## src/rtl/fft_frame_ctrl.sv

```systemverilog
// Frame sequencer feeding the fft core sink port: frames an untimed sample stream,
// zero-pads short frames, limits frames in flight with source-side eop credits and flags errors.
module fft_frame_ctrl #(
    parameter int MIN_PTS         = 64,
    parameter int MAX_PTS         = 1024,
    parameter int MAX_OUTSTANDING = 2
) (
    input  logic        clk,
    input  logic        reset,
    input  logic        in_valid,
    output logic        in_ready,
    input  logic [13:0] in_real,
    input  logic [13:0] in_imag,
    input  logic        in_last,
    input  logic [10:0] cfg_points,
    input  logic        cfg_inverse,
    input  logic        err_clr,
    output logic        sink_valid,
    input  logic        sink_ready,
    output logic        sink_sop,
    output logic        sink_eop,
    output logic [13:0] sink_real,
    output logic [13:0] sink_imag,
    output logic [1:0]  sink_error,
    output logic [10:0] fftpts_in,
    output logic        inverse,
    input  logic        source_valid,
    input  logic        source_ready,
    input  logic        source_eop,
    input  logic [1:0]  source_error,
    output logic        busy,
    output logic        cfg_err,
    output logic        core_err
);
    typedef enum logic [1:0] {IDLE = 2'd0, RUN = 2'd1, PAD = 2'd2} state_t;

    localparam logic [10:0] MIN_PTS_C  = 11'(MIN_PTS);
    localparam logic [10:0] MAX_PTS_C  = 11'(MAX_PTS);
    localparam logic [2:0]  MAX_OUT_C  = 3'(MAX_OUTSTANDING);

    function automatic logic pts_legal(input logic [10:0] pts);
        logic pow2;
        pow2 = (pts != 11'd0) && ((pts & (pts - 11'd1)) == 11'd0);
        return pow2 && (pts >= MIN_PTS_C) && (pts <= MAX_PTS_C);
    endfunction

    state_t      state_r, state_nxt_s;
    logic [10:0] cnt_r, cnt_nxt_s;
    logic [2:0]  outstanding_r;
    logic        sink_valid_r, sink_sop_r, sink_eop_r;
    logic [13:0] sink_real_r, sink_imag_r;
    logic [10:0] fftpts_r;
    logic        inverse_r, cfg_err_r, core_err_r;

    logic        slot_free_s, cfg_ok_s, at_last_s, credit_ok_s, eop_hs_s, src_eop_s;
    logic        in_ready_s, load_s, load_sop_s, load_eop_s, latch_cfg_s, cfg_bad_s;
    logic [13:0] load_real_s, load_imag_s;

    assign slot_free_s = ~sink_valid_r | sink_ready;
    assign cfg_ok_s    = pts_legal(cfg_points);
    assign at_last_s   = (cnt_r == (fftpts_r - 11'd1));
    assign credit_ok_s = (outstanding_r < MAX_OUT_C);
    assign eop_hs_s    = sink_valid_r & sink_ready & sink_eop_r;
    assign src_eop_s   = source_valid & source_ready & source_eop;

    // Next-state, acceptance and sink-slot load decisions for the frame sequencer.
    always_comb begin
        state_nxt_s = state_r;
        cnt_nxt_s   = cnt_r;
        in_ready_s  = 1'b0;
        load_s      = 1'b0;
        load_sop_s  = 1'b0;
        load_eop_s  = 1'b0;
        load_real_s = 14'd0;
        load_imag_s = 14'd0;
        latch_cfg_s = 1'b0;
        cfg_bad_s   = 1'b0;
        case (state_r)
            IDLE: begin
                in_ready_s = slot_free_s & cfg_ok_s & credit_ok_s;
                if (in_valid & ~cfg_ok_s) begin
                    cfg_bad_s = 1'b1;
                end else begin
                    cfg_bad_s = 1'b0;
                end
                if (in_valid & in_ready_s) begin
                    load_s      = 1'b1;
                    load_sop_s  = 1'b1;
                    load_real_s = in_real;
                    load_imag_s = in_imag;
                    latch_cfg_s = 1'b1;
                    cnt_nxt_s   = 11'd1;
                    state_nxt_s = in_last ? PAD : RUN;
                end else begin
                    state_nxt_s = IDLE;
                end
            end
            RUN: begin
                in_ready_s = slot_free_s;
                if (in_valid & slot_free_s) begin
                    load_s      = 1'b1;
                    load_eop_s  = at_last_s;
                    load_real_s = in_real;
                    load_imag_s = in_imag;
                    // The final slot always closes the frame, even if in_last arrives with it.
                    if (at_last_s) begin
                        cnt_nxt_s   = 11'd0;
                        state_nxt_s = IDLE;
                    end else begin
                        cnt_nxt_s   = cnt_r + 11'd1;
                        state_nxt_s = in_last ? PAD : RUN;
                    end
                end else begin
                    state_nxt_s = RUN;
                end
            end
            PAD: begin
                if (slot_free_s) begin
                    load_s     = 1'b1;
                    load_eop_s = at_last_s;
                    if (at_last_s) begin
                        cnt_nxt_s   = 11'd0;
                        state_nxt_s = IDLE;
                    end else begin
                        cnt_nxt_s   = cnt_r + 11'd1;
                        state_nxt_s = PAD;
                    end
                end else begin
                    state_nxt_s = PAD;
                end
            end
            default: begin
                cnt_nxt_s   = 11'd0;
                state_nxt_s = IDLE;
            end
        endcase
    end

    // State and sample-count registers.
    always_ff @(posedge clk) begin
        if (reset) begin
            state_r <= IDLE;
            cnt_r   <= 11'd0;
        end else begin
            state_r <= state_nxt_s;
            cnt_r   <= cnt_nxt_s;
        end
    end

    // Sink output slot: loaded when free, held while the core stalls.
    always_ff @(posedge clk) begin
        if (reset) begin
            sink_valid_r <= 1'b0;
            sink_sop_r   <= 1'b0;
            sink_eop_r   <= 1'b0;
            sink_real_r  <= 14'd0;
            sink_imag_r  <= 14'd0;
        end else if (load_s) begin
            sink_valid_r <= 1'b1;
            sink_sop_r   <= load_sop_s;
            sink_eop_r   <= load_eop_s;
            sink_real_r  <= load_real_s;
            sink_imag_r  <= load_imag_s;
        end else if (sink_ready) begin
            sink_valid_r <= 1'b0;
            sink_sop_r   <= 1'b0;
            sink_eop_r   <= 1'b0;
        end
    end

    // Frame configuration latched at the first accepted sample.
    always_ff @(posedge clk) begin
        if (reset) begin
            fftpts_r  <= MIN_PTS_C;
            inverse_r <= 1'b0;
        end else if (latch_cfg_s) begin
            fftpts_r  <= cfg_points;
            inverse_r <= cfg_inverse;
        end
    end

    // Frames in flight: credited on sink eop, returned on source eop, saturating.
    always_ff @(posedge clk) begin
        if (reset) begin
            outstanding_r <= 3'd0;
        end else if (eop_hs_s & ~src_eop_s & (outstanding_r != 3'd7)) begin
            outstanding_r <= outstanding_r + 3'd1;
        end else if (~eop_hs_s & src_eop_s & (outstanding_r != 3'd0)) begin
            outstanding_r <= outstanding_r - 3'd1;
        end
    end

    // Sticky error flags; a new error in the clearing cycle keeps the flag set.
    always_ff @(posedge clk) begin
        if (reset) begin
            cfg_err_r  <= 1'b0;
            core_err_r <= 1'b0;
        end else begin
            cfg_err_r  <= cfg_bad_s | (cfg_err_r & ~err_clr);
            core_err_r <= (source_valid & (source_error != 2'b00)) | (core_err_r & ~err_clr);
        end
    end

    assign in_ready   = in_ready_s & ~reset;
    assign sink_valid = sink_valid_r;
    assign sink_sop   = sink_sop_r;
    assign sink_eop   = sink_eop_r;
    assign sink_real  = sink_real_r;
    assign sink_imag  = sink_imag_r;
    assign sink_error = 2'b00;
    assign fftpts_in  = fftpts_r;
    assign inverse    = inverse_r;
    assign busy       = (state_r != IDLE) | (outstanding_r != 3'd0);
    assign cfg_err    = cfg_err_r;
    assign core_err   = core_err_r;
endmodule

```

## config.mk

```make
export PLATFORM = sky130hd
export DESIGN_NAME = fft_frame_ctrl
export DESIGN_NICKNAME = d
export VERILOG_FILES = /design/src/rtl/fft_frame_ctrl.sv
export SDC_FILE = /design/constraint.sdc
export NUM_CORES = 1
export LEC_CHECK = 0
export CAP_MARGIN = 0
export CORE_MARGIN = 1.5
export CORE_UTILIZATION = 51
export CTS_BUF_LIST = sky130_fd_sc_hd__clkbuf_8
export CTS_CLUSTER_DIAMETER = 80
export DETAILED_ROUTE_END_ITERATION = 8
export PLACE_DENSITY = 0.89
export SKIP_CTS_REPAIR_TIMING = 1
export SLEW_MARGIN = 20
export SYNTH_ARGS = -nofsm -noshare
export SYNTH_HDL_FRONTEND = slang
export SYNTH_SLANG_ARGS = --single-unit
```

## constraint.sdc

```tcl
create_clock -name clk -period 7.9 [get_ports clk]
set_input_delay 2.37 -clock clk [delete_from_list [all_inputs] [get_ports clk]]
set_output_delay 2.37 -clock clk [all_outputs]
set_load 0.005 [all_outputs]
```

## Yosys cells after proc, flatten, opt, wreduce, memory -nomap -nowiden

Index checks and enable logic that the tools add are counted.
Widths: inputs -> output; s select.

- Register bits after elaboration: 61
- Input bits: 51
- Output and inout port bits: 49
- Word-level logic and storage cells: 102

- Add/sub/neg operators: 5
- Order comparisons: 3
- Eq/ne operators: 7
- Mux-type cells: 35
- Bitwise logic cells: 28
- Reduce and logical (&&, ||, !) cells: 12

Operators with widths:

| operator | number |
|---|---|
| $mux 14 | 4 |
| $pmux 14 s2 | 2 |
| $mux 11 | 4 |
| $pmux 11 s3 | 1 |
| $sub 11x1->11 const B | 2 |
| $and 1x1->1 | 17 |
| $mux 1 | 12 |
| $mux 2 | 6 |
| $add 11x1->11 const B | 1 |
| $and 11x11->11 | 1 |
| $eq 11x11->1 | 1 |
| $ge 11x7->1 const B | 1 |
| $le 11x11->1 const B | 1 |
| $logic_not 11->1 | 1 |
| $reduce_bool 11->1 | 1 |
| $reduce_bool 2->1 | 4 |
| $mux 3 | 2 |
| $ne 2x2->1 const B | 3 |
| $not 1->1 | 6 |
| $pmux 2 s3 | 1 |
| $or 1x1->1 | 4 |
| $pmux 1 s2 | 2 |
| $add 3x1->3 const B | 1 |
| $logic_and 1x1->1 | 3 |
| 9 further kinds | 9 |

## Logic depth before layout (Yosys ltp)

- Depth in word-level cells: 12
- Mapped depth: 10
- Gate-level depth less buffers: 9

## Least setup slack after synthesis

OpenSTA, ideal clock, no wires.

- Path type: input-to-output
- Start: input cfg_points[1]
- End: output in_ready
- Arrival time: 3.807 ns
- Data required time: 5.530 ns
- Slack: 1.723 ns
- Stages: 5
- Buffers on the path: 0
- Cells stage by stage: or4_4 a2111o_1 a21o_1 nor2_1 o21a_1

- Longest elaborated chain between the ends: 10
- Elaborated cells on any way between the ends: 13
- Classes of those cells: add/sub: 1; order compare: 2; mux: 1; bitwise: 4; reduce/logical: 5

RTL lines:

| what | RTL line | RTL |
|---|---|---|
| from (decl) | 15 | `input logic [10:0] cfg_points,` |
| $sub 11x1->11 | 43 | `pow2 = (pts != 11'd0) && ((pts & (pts - 11'd1)) == 11'd0);` |
| $and 11x11->11 | 43 |  |
| $logic_not 11->1 | 43 |  |
| $logic_and 1x1->1 | 43 |  |
| $logic_and 1x1->1 | 44 | `return pow2 && (pts >= MIN_PTS_C) && (pts <= MAX_PTS_C);` |
| $logic_and 1x1->1 * | 44 |  |
| $and 1x1->1 * (2 in a row) | 80 | `in_ready_s = slot_free_s & cfg_ok_s & credit_ok_s;` |
| $pmux 1 s2 * | 78 | `case (state_r)` |
| $and 1x1->1 * | 204 | `assign in_ready = in_ready_s & ~reset;` |
| to (decl) | 11 | `output logic in_ready,` |

Every way passes the cells marked *; elsewhere a longest branch is shown, timed or not.

## Worst setup path after layout

- Start: input cfg_points[6]
- End: output in_ready

The elaborated chain is that of the path after synthesis.

==> run summary <==
Starting Density = 54.0%
Leak pwr = 1.58 nW
Post-synth EDFFs = 0
Status = completed
Worst vdd ir = 0.124 mV
Crit. End Element = output pin
Share of cells above drive strength 1 = 6.68%
Total grt overflow = 0
I/O pin total = 100
Global-route wire length before repair = 12900 microns
Netlist cell types = 56
# rows = 27
Avg Cell Area, Syn = 8.96 sq um
Yosys top cell by area = dfxtp_1
Vias = 2992
CTS sink count = 61
R2R cell count = 9
Routed WL per cell = 15.4 microns
Total wire length = 7810 microns
Final Total Pwr = 0.638 mW
Number of buffers created by CTS = 9
HP Class = reg2reg
Vias per inst = 5.91
Req. time, crit path = 5.53 ns
Core Region = 5640 sq um
Layout overhead on the synthesized area = 38.7%
DRC = 0
Top_reg_cell synth = dfxtp_1
Clock latency on the worst-skew pair = 0.34 ns
CTS tree = done
Die span in y = 80.3 microns
WS Path Type = in2out
Critical path startpoint = cfg_points[6]
DIE WIDTH = 80.3 microns
Vias in the first global route = 2863
Worst setup SP type = input port
Slew Limit Fails = 0
Critical R2R Capture = cnt_r[9]
Initial antenna violation count = 0
Sequential cell area fraction in the yosys report = 40.1%
Worst Hold Path EP = inverse
Setup TNS = 0 ns
Max_cap viols = 0
Final Cycle Share = 91.5%
Fmax achieved = 0.138 GHz
Critical path arrival = 4.86 ns
Yosys Warn Count = 0
DPL Wire Length = 5770 microns
Largest net degree at the start of global routing = 29
Hold depth = 2
Hold_sp = inverse
Final min period = 7.23 ns
Syn Std Cell Area = 3050 sq um
Power Density = 151 nW/um^2
Worst-Margin Slew = 1.00 ns
Diodes inserted = 0
Share of the synthesized area in the top cell type = 40.1%
Routed Antenna Nets = 0
Clock buffer depth = 2
Die area = 6450 sq um
Fin nets = 487
Synth area leaders = dfxtp_1 (40%), a22o_1 (8.9%), nand2_1 (3.9%)
Worst R2R Start = fftpts_in[0]
Gate Count Post-Synth = 340
H-tree depth = 3
Total Routing Usage GR = 25.8%
# port buffers = 97
Number of DRC markers in iteration 0 = 190
Root buffer cell = clkbuf_8
DRT Pass-1 Iters = 5
Register-to-register setup slack = 4.65 ns
Most instantiated library cell after synthesis = dfxtp_1
RSZ-0062 raised after global routing = no
Crit-path max FO = 6
GPL Wtd Cong = 0.862
Finish-stage setup viols = 0
Post-synth ARST share = 0%
Flops & latches, synth = 61
Final hold vios = 0
Clock-pin slew on the worst setup and hold paths = 0.06 ns
Worst-case clock skew = 0.00782 ns
Post-synth top cells = dfxtp_1 (61), nand2_1 (32), a22o_1 (31)
Worst rel slew slack = 33.3%
logic make-up after synthesis:
logic type               synth area share, %
AND/OR/NAND/NOR                         20.0
buffers and inverters                   4.52
multiplexers                           0.657
adder cells (fa/ha/maj)                 3.45
flip-flops                              40.1
other                                  0.123
AO/OA/AOI/OAI                           26.6
XOR/XNOR                                4.60
layout make-up:
class                      instances  area, sq um
timing repair buffer              98          978
sequential                        61         1220
clock inverter                     7         75.1
fill                             403         1420
multi-input combinational        248         1700
tap                               72         90.1
inverter                          11         41.3
clock buffer                       9          124
per-stage QoR:
step	cells	setup slack [ns]	hold WS [ns]	util (%)	area [sq um]
2_1_floorplan	341	1.72	0.448	-	3050
3_5_place_dp	490	0.705	0.459	71.3	4020
3_3_place_gp	490	0.714	0.439	71.3	4020
5_1_grt	506	0.505	0.492	74.9	4230
4_1_cts	506	0.690	0.469	74.8	4220
6_report	506	0.669	0.460	74.9	4230
flip-flops by register name, summed over array words and instances (netlist names):
name,count
sink_imag,14
state_r,2
core_err,1
sink_real,14
sink_eop,1
inverse,1
sink_sop,1
cnt_r,11
fftpts_in,11
outstanding_r,3
sink_valid,1
cfg_err,1
report_power, final:
group | switching, mW | leakage, nW | internal, mW
clock | 0.131 | 0.104 | 0.147
combinational | 0.0199 | 0.981 | 0.0299
sequential | 0.00136 | 0.492 | 0.309
total | 0.152 | 1.58 | 0.485
per-layer routing:
metal  vias to the layer above  share of wire (%)  track usage (%)
li1                       1455                  -                -
met1                      1410                 43             31.1
met3                        14                6.3             7.16
met4                         0                2.2             10.0
met2                       113                 49             43.2
met5                         -                  0                0
placed cells by master (no fill, tap or decap), types with 2 or more instances in the layout:
cell / synthesis / routed
a211oi_1: 3 / 3
a21o_1: 2 / 2
a21oi_1: 15 / 15
a22o_1: 31 / 31
a31oi_1: 3 / 3
a32o_1: 5 / 5
a32oi_1: 6 / 6
and2_1: 2 / 2
and3_1: 9 / 9
clkbuf_8: 0 / 9
clkdlybuf4s50_1: 0 / 97
clkinv_2: 0 / 2
clkinv_4: 0 / 3
conb_1: 1 / 2
dfxtp_1: 61 / 61
ha_1: 6 / 6
inv_1: 11 / 11
mux2i_1: 2 / 2
nand2_1: 32 / 32
nand2b_1: 3 / 3
nand3_1: 15 / 15
nor2_1: 25 / 25
nor3_1: 9 / 8
nor4_1: 3 / 3
nor4b_1: 2 / 2
o211ai_1: 7 / 7
o21ai_0: 10 / 10
o221ai_1: 2 / 2
o31ai_1: 7 / 7
or2_2: 3 / 3
or3_1: 2 / 2
or4_1: 2 / 2
or4_4: 3 / 3
xnor2_1: 13 / 13
xor2_1: 3 / 3
worst max path at each step:
| stage | to | slack, ns |
|---|---|---|
| after global routing | in_ready | 0.51 |
| after detailed placement | in_ready | 0.70 |
| after CTS | in_ready | 0.69 |
| final | in_ready | 0.67 |
| after floorplan | in_ready | 1.72 |
| after global placement | in_ready | 0.71 |
worst max-delay path, stage by stage:
cell	delay [ns]
clkdlybuf4s50_1	0.50
or4_1	0.54
o31ai_1	0.21
o211ai_1	0.16
a21o_1	0.25
nor2_1	0.18
o21a_1	0.13
clkdlybuf4s50_1	0.51
Note: power is estimated with default switching activity, not from simulation.
